===== src/rtl/sorcerer_ram_upload_if.sv =====
// Upload-side bus bundle: HPS ioctl read channel plus byte-wide RAM read port.
// master = hps_io / RAM arbiter side, slave = sorcerer_ram_upload.
interface sorcerer_ram_upload_if;
   logic        ioctl_upload;
   logic        ioctl_rd;
   logic [15:0] ioctl_addr;
   logic [15:0] ioctl_din;
   logic        ioctl_wait;
   logic        mem_req;
   logic [15:0] mem_addr;
   logic        mem_ack;
   logic [7:0]  mem_data;

   modport master (
      output ioctl_upload, ioctl_rd, ioctl_addr, mem_ack, mem_data,
      input  ioctl_din, ioctl_wait, mem_req, mem_addr
   );

   modport slave (
      input  ioctl_upload, ioctl_rd, ioctl_addr, mem_ack, mem_data,
      output ioctl_din, ioctl_wait, mem_req, mem_addr
   );
endinterface


===== src/rtl/sorcerer_ram_upload.sv =====
// sorcerer_ram_upload: serves HPS upload read strobes by fetching two bytes
// from core RAM and returning them as a little-endian word on ioctl_din.
// Optional feature macro: SORCERER_UPLOAD_CKSUM_EN (running byte checksum on cksum_o).
module sorcerer_ram_upload #(
   parameter logic [7:0] PAD_BYTE = 8'hFF,
   parameter int         ACK_TMO  = 255
) (
   input  logic                        clk_sys,
   input  logic                        reset,
   sorcerer_ram_upload_if.slave        bus,
   input  logic [15:0]                 base_addr_i,
   input  logic [15:0]                 upload_len_i,
   output logic                        busy_o,
   output logic                        err_o,
   output logic [7:0]                  cksum_o
);

   typedef enum logic [1:0] {S_IDLE, S_LO, S_HI, S_DONE} state_t;

   // Last cycle count of a byte fetch before giving up on the ack.
   localparam logic [7:0] TMO_LAST = 8'(ACK_TMO - 1);

   state_t      state_q, state_d;
   logic        up_q;
   logic [15:0] len_q;
   logic [15:0] off_q;
   logic [7:0]  lo_q;
   logic [7:0]  tmo_q;
   logic [15:0] din_q;
   logic        err_q;

   logic        up_rise;
   logic        in_byte;
   logic [15:0] cur_off;
   logic        pad;
   logic        tmo_hit;
   logic        byte_done;
   logic [7:0]  byte_val;
   logic        accept;
   logic        req_c;

   // Word offset LSB is ignored: words are always even-aligned.
   logic unused_addr0;
   assign unused_addr0 = bus.ioctl_addr[0];

   assign up_rise   = bus.ioctl_upload & ~up_q;
   assign in_byte   = (state_q == S_LO) | (state_q == S_HI);
   assign cur_off   = (state_q == S_HI) ? (off_q + 16'd1) : off_q;
   // Offsets past the image never touch RAM.
   assign pad       = cur_off >= len_q;
   assign req_c     = in_byte & ~pad;
   assign tmo_hit   = req_c & ~bus.mem_ack & (tmo_q == TMO_LAST);
   assign byte_done = in_byte & (pad | bus.mem_ack | tmo_hit);
   assign byte_val  = (!pad && bus.mem_ack) ? bus.mem_data : PAD_BYTE;
   // DONE is the cycle the word is presented, so a new strobe there is taken
   // like one in IDLE to allow back-to-back reads.
   assign accept    = ((state_q == S_IDLE) | (state_q == S_DONE)) &
                      bus.ioctl_rd & bus.ioctl_upload;

   // FSM state register
   always_ff @(posedge clk_sys or posedge reset) begin
      if (reset) state_q <= S_IDLE;
      else       state_q <= state_d;
   end

   // FSM next-state: fetch low byte, then high byte, then present the word
   always_comb begin
      state_d = state_q;
      case (state_q)
         S_IDLE, S_DONE: state_d = accept ? S_LO : S_IDLE;
         S_LO: begin
            if (!bus.ioctl_upload) state_d = S_IDLE;
            else if (byte_done)    state_d = S_HI;
         end
         S_HI: begin
            if (!bus.ioctl_upload) state_d = S_IDLE;
            else if (byte_done)    state_d = S_DONE;
         end
         default: state_d = S_IDLE;
      endcase
   end

   // FSM outputs: RAM request/address and handshake status
   always_comb begin
      bus.mem_req    = req_c;
      bus.mem_addr   = req_c ? (base_addr_i + cur_off) : 16'h0000;
      busy_o         = in_byte;
      bus.ioctl_wait = bus.ioctl_rd | in_byte;
      bus.ioctl_din  = din_q;
      err_o          = err_q;
   end

   // Upload session tracking: edge detect and length latch
   always_ff @(posedge clk_sys or posedge reset) begin
      if (reset) begin
         up_q  <= 1'b0;
         len_q <= 16'h0000;
      end else begin
         up_q <= bus.ioctl_upload;
         if (up_rise) len_q <= upload_len_i;
      end
   end

   // Word datapath: offset latch, low byte hold, output word register
   always_ff @(posedge clk_sys or posedge reset) begin
      if (reset) begin
         off_q <= 16'h0000;
         lo_q  <= 8'h00;
         din_q <= 16'h0000;
      end else begin
         if (accept) off_q <= {bus.ioctl_addr[15:1], 1'b0};
         if (state_q == S_LO && byte_done) lo_q <= byte_val;
         if (state_q == S_HI && byte_done && bus.ioctl_upload)
            din_q <= {byte_val, lo_q};
      end
   end

   // Ack timeout counter, restarted for every byte
   always_ff @(posedge clk_sys or posedge reset) begin
      if (reset)                      tmo_q <= 8'h00;
      else if (!in_byte || byte_done) tmo_q <= 8'h00;
      else if (req_c)                 tmo_q <= tmo_q + 8'd1;
   end

   // Sticky error: ack timeout or strobe while busy; cleared per session
   always_ff @(posedge clk_sys or posedge reset) begin
      if (reset)                             err_q <= 1'b0;
      else if (up_rise)                      err_q <= 1'b0;
      else if (tmo_hit || (bus.ioctl_rd && in_byte)) err_q <= 1'b1;
   end

`ifdef SORCERER_UPLOAD_CKSUM_EN
   logic [7:0] cks_q;

   // Running sum of every byte handed to the HPS, pad bytes included
   always_ff @(posedge clk_sys or posedge reset) begin
      if (reset)        cks_q <= 8'h00;
      else if (up_rise) cks_q <= 8'h00;
      else if (state_q == S_HI && byte_done && bus.ioctl_upload)
         cks_q <= cks_q + byte_val + lo_q;
   end

   assign cksum_o = cks_q;
`else
   assign cksum_o = 8'h00;
`endif

endmodule


===== src/flat_wrapper.sv =====
// flat-port wrapper written by rule: the top's interface ports become plain ports
module sorcerer_ram_upload_flat 
#(
   parameter logic [7:0] PAD_BYTE = 8'hFF,
   parameter int         ACK_TMO  = 255
)
  (clk_sys, reset, base_addr_i, upload_len_i, busy_o, err_o, cksum_o, bus_ioctl_upload, bus_ioctl_rd, bus_ioctl_addr, bus_mem_ack, bus_mem_data, bus_ioctl_din, bus_ioctl_wait, bus_mem_req, bus_mem_addr);
  sorcerer_ram_upload_if bus_i ();
  input  logic clk_sys;
  input  logic reset;
  input  logic [15:0] base_addr_i;
  input  logic [15:0] upload_len_i;
  output logic busy_o;
  output logic err_o;
  output logic [7:0] cksum_o;
  input wire logic [$bits(bus_i.ioctl_upload)-1:0] bus_ioctl_upload;
  input wire logic [$bits(bus_i.ioctl_rd)-1:0] bus_ioctl_rd;
  input wire logic [$bits(bus_i.ioctl_addr)-1:0] bus_ioctl_addr;
  input wire logic [$bits(bus_i.mem_ack)-1:0] bus_mem_ack;
  input wire logic [$bits(bus_i.mem_data)-1:0] bus_mem_data;
  output wire logic [$bits(bus_i.ioctl_din)-1:0] bus_ioctl_din;
  output wire logic [$bits(bus_i.ioctl_wait)-1:0] bus_ioctl_wait;
  output wire logic [$bits(bus_i.mem_req)-1:0] bus_mem_req;
  output wire logic [$bits(bus_i.mem_addr)-1:0] bus_mem_addr;
  assign bus_i.ioctl_upload = bus_ioctl_upload;
  assign bus_i.ioctl_rd = bus_ioctl_rd;
  assign bus_i.ioctl_addr = bus_ioctl_addr;
  assign bus_i.mem_ack = bus_mem_ack;
  assign bus_i.mem_data = bus_mem_data;
  assign bus_ioctl_din = bus_i.ioctl_din;
  assign bus_ioctl_wait = bus_i.ioctl_wait;
  assign bus_mem_req = bus_i.mem_req;
  assign bus_mem_addr = bus_i.mem_addr;
  sorcerer_ram_upload #(.PAD_BYTE(PAD_BYTE), .ACK_TMO(ACK_TMO)) u_core (.clk_sys(clk_sys), .reset(reset), .bus(bus_i), .base_addr_i(base_addr_i), .upload_len_i(upload_len_i), .busy_o(busy_o), .err_o(err_o), .cksum_o(cksum_o));
endmodule

===== config.mk =====
export PLATFORM = sky130hd
export DESIGN_NAME = sorcerer_ram_upload_flat
export DESIGN_NICKNAME = d
export VERILOG_FILES = /design/src/rtl/sorcerer_ram_upload_if.sv /design/src/rtl/sorcerer_ram_upload.sv /design/src/flat_wrapper.sv
export SDC_FILE = /design/constraint.sdc
export NUM_CORES = 1
export LEC_CHECK = 0
export ABC_AREA = 1
export CAP_MARGIN = 20
export CORE_UTILIZATION = 35
export CTS_CLUSTER_SIZE = 14
export DETAILED_ROUTE_END_ITERATION = 12
export HOLD_SLACK_MARGIN = 0.06
export SLEW_MARGIN = 20
export SYNTH_ARGS = -nofsm -noshare
export SYNTH_HDL_FRONTEND = slang
export SYNTH_SLANG_ARGS = --single-unit

===== constraint.sdc =====
create_clock -name clk_sys -period 2.99 [get_ports clk_sys]
set_input_delay 0.4485 -clock clk_sys [delete_from_list [all_inputs] [get_ports clk_sys]]
set_output_delay 0.4485 -clock clk_sys [all_outputs]
set_load 0.03 [all_outputs]

==> results summary <==
The flow ran to the end, and the final reports show no timing, DRC or antenna violations. After synthesis, the cell types taking the most area are dfrtp_1 (41%), ha_1 (11%), nand2_1 (10%), nand4_1 (5.1%), mux2_2 (4.5%). The longest individual stage delay on the worst path came out at 0.45 ns. The top cell types in the final layout, fill and taps aside, are nand2_1 (105), clkdlybuf4s50_1 (78), dfrtp_1 (67).

The highest net fanout along the worst path is 3. The clock skew after layout is 0.00883 ns. The depth of the CTS H-tree came out at 3. The min-delay analysis places its worst path in the category reg -> reg. The final clock period utilization by the worst path came out at 0.967. The placeable core region is 11000 um2. The library cell used most frequently in the layout, excluding fill and tap cells, is nand2_1. Traced cell by cell, the critical path runs through clkdlybuf4s50_1 > ha_4 > fa_2 > nand3_2 > nand2_2 > a21oi_2 > buf_4 > inv_2 > nand2_2 > nand2_2 > nand2_1 > nand2_1 > o21ai_1 > a21oi_1 > buf_4. Setup violations remaining at the end of the flow were counted as 0. The effective utilization at floorplan came out at 0.366. The met2 usage in global routing came out at 0.283.

The cell count after synthesis is 466. During synthesis, Yosys emitted a total of 0 warnings. Pin placement for this block handled 105 I/O pins. The maximum number of pins on one net before global-route repair is 68.

Prior to clock tree synthesis, the placed netlist has a worst setup slack of 0.0203 ns. The floorplan step defined a die boundary enclosing 12000 um2. The arrival time at the worst endpoint is 2.44 ns. The upper clock frequency limit is 0.346 GHz.

The sum of routed wire length over all layers came out at 9.53 mm. The critical path required time came out at 2.54 ns. The smallest clock period supported by the final layout is computed as 2.89 ns. The number of global-route vias before repair came out at 3349. Clock tree synthesis selected as its root buffer the cell clkbuf_16.

The clock-pin slew reported for the worst setup and hold paths after clock tree synthesis is 0.05 ns. The part of the power in registers came out at 0.332. For this run, the detailed router's first-pass iteration total came to 5. Of the total power, the share spent switching nets is 0.334. The number of clock sinks seen by CTS came out at 67.

The largest total area in the synthesized netlist belongs to dfrtp_1. The total internal power is 2.32 mW. The number of buffers added to fix hold violations after cts came out at 0. Summing over every cut layer, the via total after detailed routing is 3456. In the synthesized netlist the dominant register cell turns out to be dfrtp_1. The number of remaining DRC errors is 0.

Counting flops with a built-in enable in the synthesized netlist gives 0. The number of antenna violations at the first check in global routing came to 0. The maximum clock path buffer count came out at 2. At the end of routability-driven placement, the weighted congestion stood at 0.858. The share of flip-flops with an asynchronous set or reset is 1.00. The first global-routing pass estimated 15.7 mm of wire. The end-of-flow core utilization is 0.501. The count of port buffers added during placement is 95.

The slack of the critical path is 0.0986 ns. Across the run, the number of max-cap violations was 0. The power share of the clock group came out at 0.314.

Detailed placement ended at an HPWL of 7.33 mm. The layout cell share with drive strength beyond 1 came out at 0.170. The later-pin clock latency in the skew report came out at 0.32 ns. Synthesis inferred 67 register bits. In this run the static leakage power is 2.64 nW. The synthesized area per cell came out at 8.67 um2. The most prevalent standard cell on the critical path is nand2_2. Summed over all nets, the switching power comes to 1.17 mW. The global routing met3 resource utilization is 0.0290. Dividing total power by cell area gives a power density of 631 nW/um2. The number of vias per cell came out at 4.81.

TritonCTS created 9 clock buffers. STA classifies the critical path endpoint as an output pin. STA classifies the critical path startpoint as a primary input. Measured along the y axis, the die boundary spans 109 um. The maximum vdd drop came out at 0.000336 V. In this run the most used layer during global routing was met2. The aggregate global routing overflow is 0.

After synthesis the cells add up to 4040 um2. The initial detailed-routing violation count is 98. For this run, global-route usage on met1 was measured as 0.219. Of the post-synthesis cell area, the dominant cell type holds 0.415. The overall routing resource usage is 0.168. The part of the Yosys area used for sequential elements is 0.415.

The final count of pins violating max slew is 0. TritonCTS built the clock tree. Row generation in the floorplan step produced 38 rows. The area growth from synthesis to final layout came out at 36.8%. The number of distinct library cell variants in the gate-level netlist after synthesis is 35. The final net count is 670.

The post-route antenna net violation count came out at 0. Dividing the detail-routed wire length by the instance count gives 13.3 um. The portion of total power attributed to combinational logic came out at 0.354.

The completed layout was analyzed and its total power is 3.49 mW. The setup TNS is 0 ns. The kind of critical path is in -> out. Among all stages on the critical path, the largest delay is contributed by clkdlybuf4s50_1. Setup repair after global routing could not meet its margin everywhere. The count of final hold-check violations was 0. The floorplan step set the die width to 109 um. The number of inserted diodes came out at 0.
## cell families after synthesis
family                   after synthesis  synth area share
XOR/XNOR                              16            0.0347
adder cells (fa/ha/maj)               36             0.113
other                                  1          0.000928
flip-flops                            67             0.415
buffers and inverters                 71            0.0796
AO/OA/AOI/OAI                         66            0.0969
AND/OR/NAND/NOR                      193             0.215
multiplexers                          16            0.0446
## path summary, 6_finish.rpt
check | slack [ns] | to | cells after the start | from
worst max-delay path | 0.1 | bus_mem_addr[12] | 15 | base_addr_i[0]
max in group asynchronous | 2.20 | u_core.lo_q[4]$_DFFE_PP0P_ | 3 | reset
worst min register to register | 0.47 | u_core.bus.ioctl_din[4]$_DFFE_PP0P_ | 2 | u_core.bus.ioctl_din[4]$_DFFE_PP0P_
worst max register to register | 0.51 | u_core.tmo_q[4]$_DFFE_PP0P_ | 15 | u_core.state_q[0]$_DFFE_PP0P_
worst min-delay path | 0.47 | u_core.bus.ioctl_din[4]$_DFFE_PP0P_ | 2 | u_core.bus.ioctl_din[4]$_DFFE_PP0P_
min in group asynchronous | 0.51 | u_core.off_q[12]$_DFFE_PP0P_ | 3 | reset
## per-stage QoR
stage                     hold WS [ns]  cell area (um2)  cells
after global routing             0.492             5530    718
after floorplan                  0.442             4070    473
after CTS                        0.471             5460    715
after detailed placement         0.459             5120    698
final                            0.467             5530    718
after global placement           0.456             5120    698
## Yosys cell counts, drive strengths merged (2+ instances only)
library cell / number
nand2: 110
dfrtp: 67
inv: 47
ha: 35
nand4: 33
nor2: 32
o21ai: 30
a21oi: 28
mux2: 16
buf: 15
nand3: 15
clkbuf: 8
xnor2: 8
xor2: 8
a21o: 4
a21boi: 2
or2: 2
## power groups by stage
stage                     Sequential (mW)  Combinational [mW]  Clock [mW]
after floorplan                      1.19               0.791           0
after global placement               1.17                1.16           0
after detailed placement             1.18                1.19           0
after CTS                            1.16                1.21        1.13
after global routing                 1.18                1.38        1.17
final                                1.16                1.23        1.09
## registers in the layout, indices dropped and copies added, names as in the netlist
register	count
u_core.bus.ioctl_din	16
u_core.len_q	16
u_core.off_q	15
u_core.lo_q	8
u_core.tmo_q	8
u_core.state_q	2
u_core.err_o	1
u_core.up_q	1
## worst max-delay path, delay by kind of cell
kind / cells / cell delay (ns)
buf+inv: 4 / 0.79
compound gates: 3 / 0.27
simple gates: 6 / 0.36
fa+ha+maj: 2 / 0.58
## repair_timing
action	in CTS	in global routing
gates resized for setup	5	18
hold endpoints to repair	0	0
gates cloned	0	0
pin swaps	0	1
setup buffers	1	3
endpoints found under the setup margin	8	9
## area by class of cell
type,count,area (um2)
Timing Repair Buffer,112,1050
Fill cell,1062,5500
Clock buffer,11,233
Clock inverter,5,77.6
Multi-Input combinational cell,335,2130
Inverter,48,183
Tap cell,140,175
Sequential cell,67,1680
## per-layer routing
metal / wire (um) / share of wire
met2: 4650 / 0.49
met3: 341 / 0.036
met1: 4350 / 0.46
met4: 187 / 0.020
met5: 0 / 0
(Power assumes the default switching activity.)
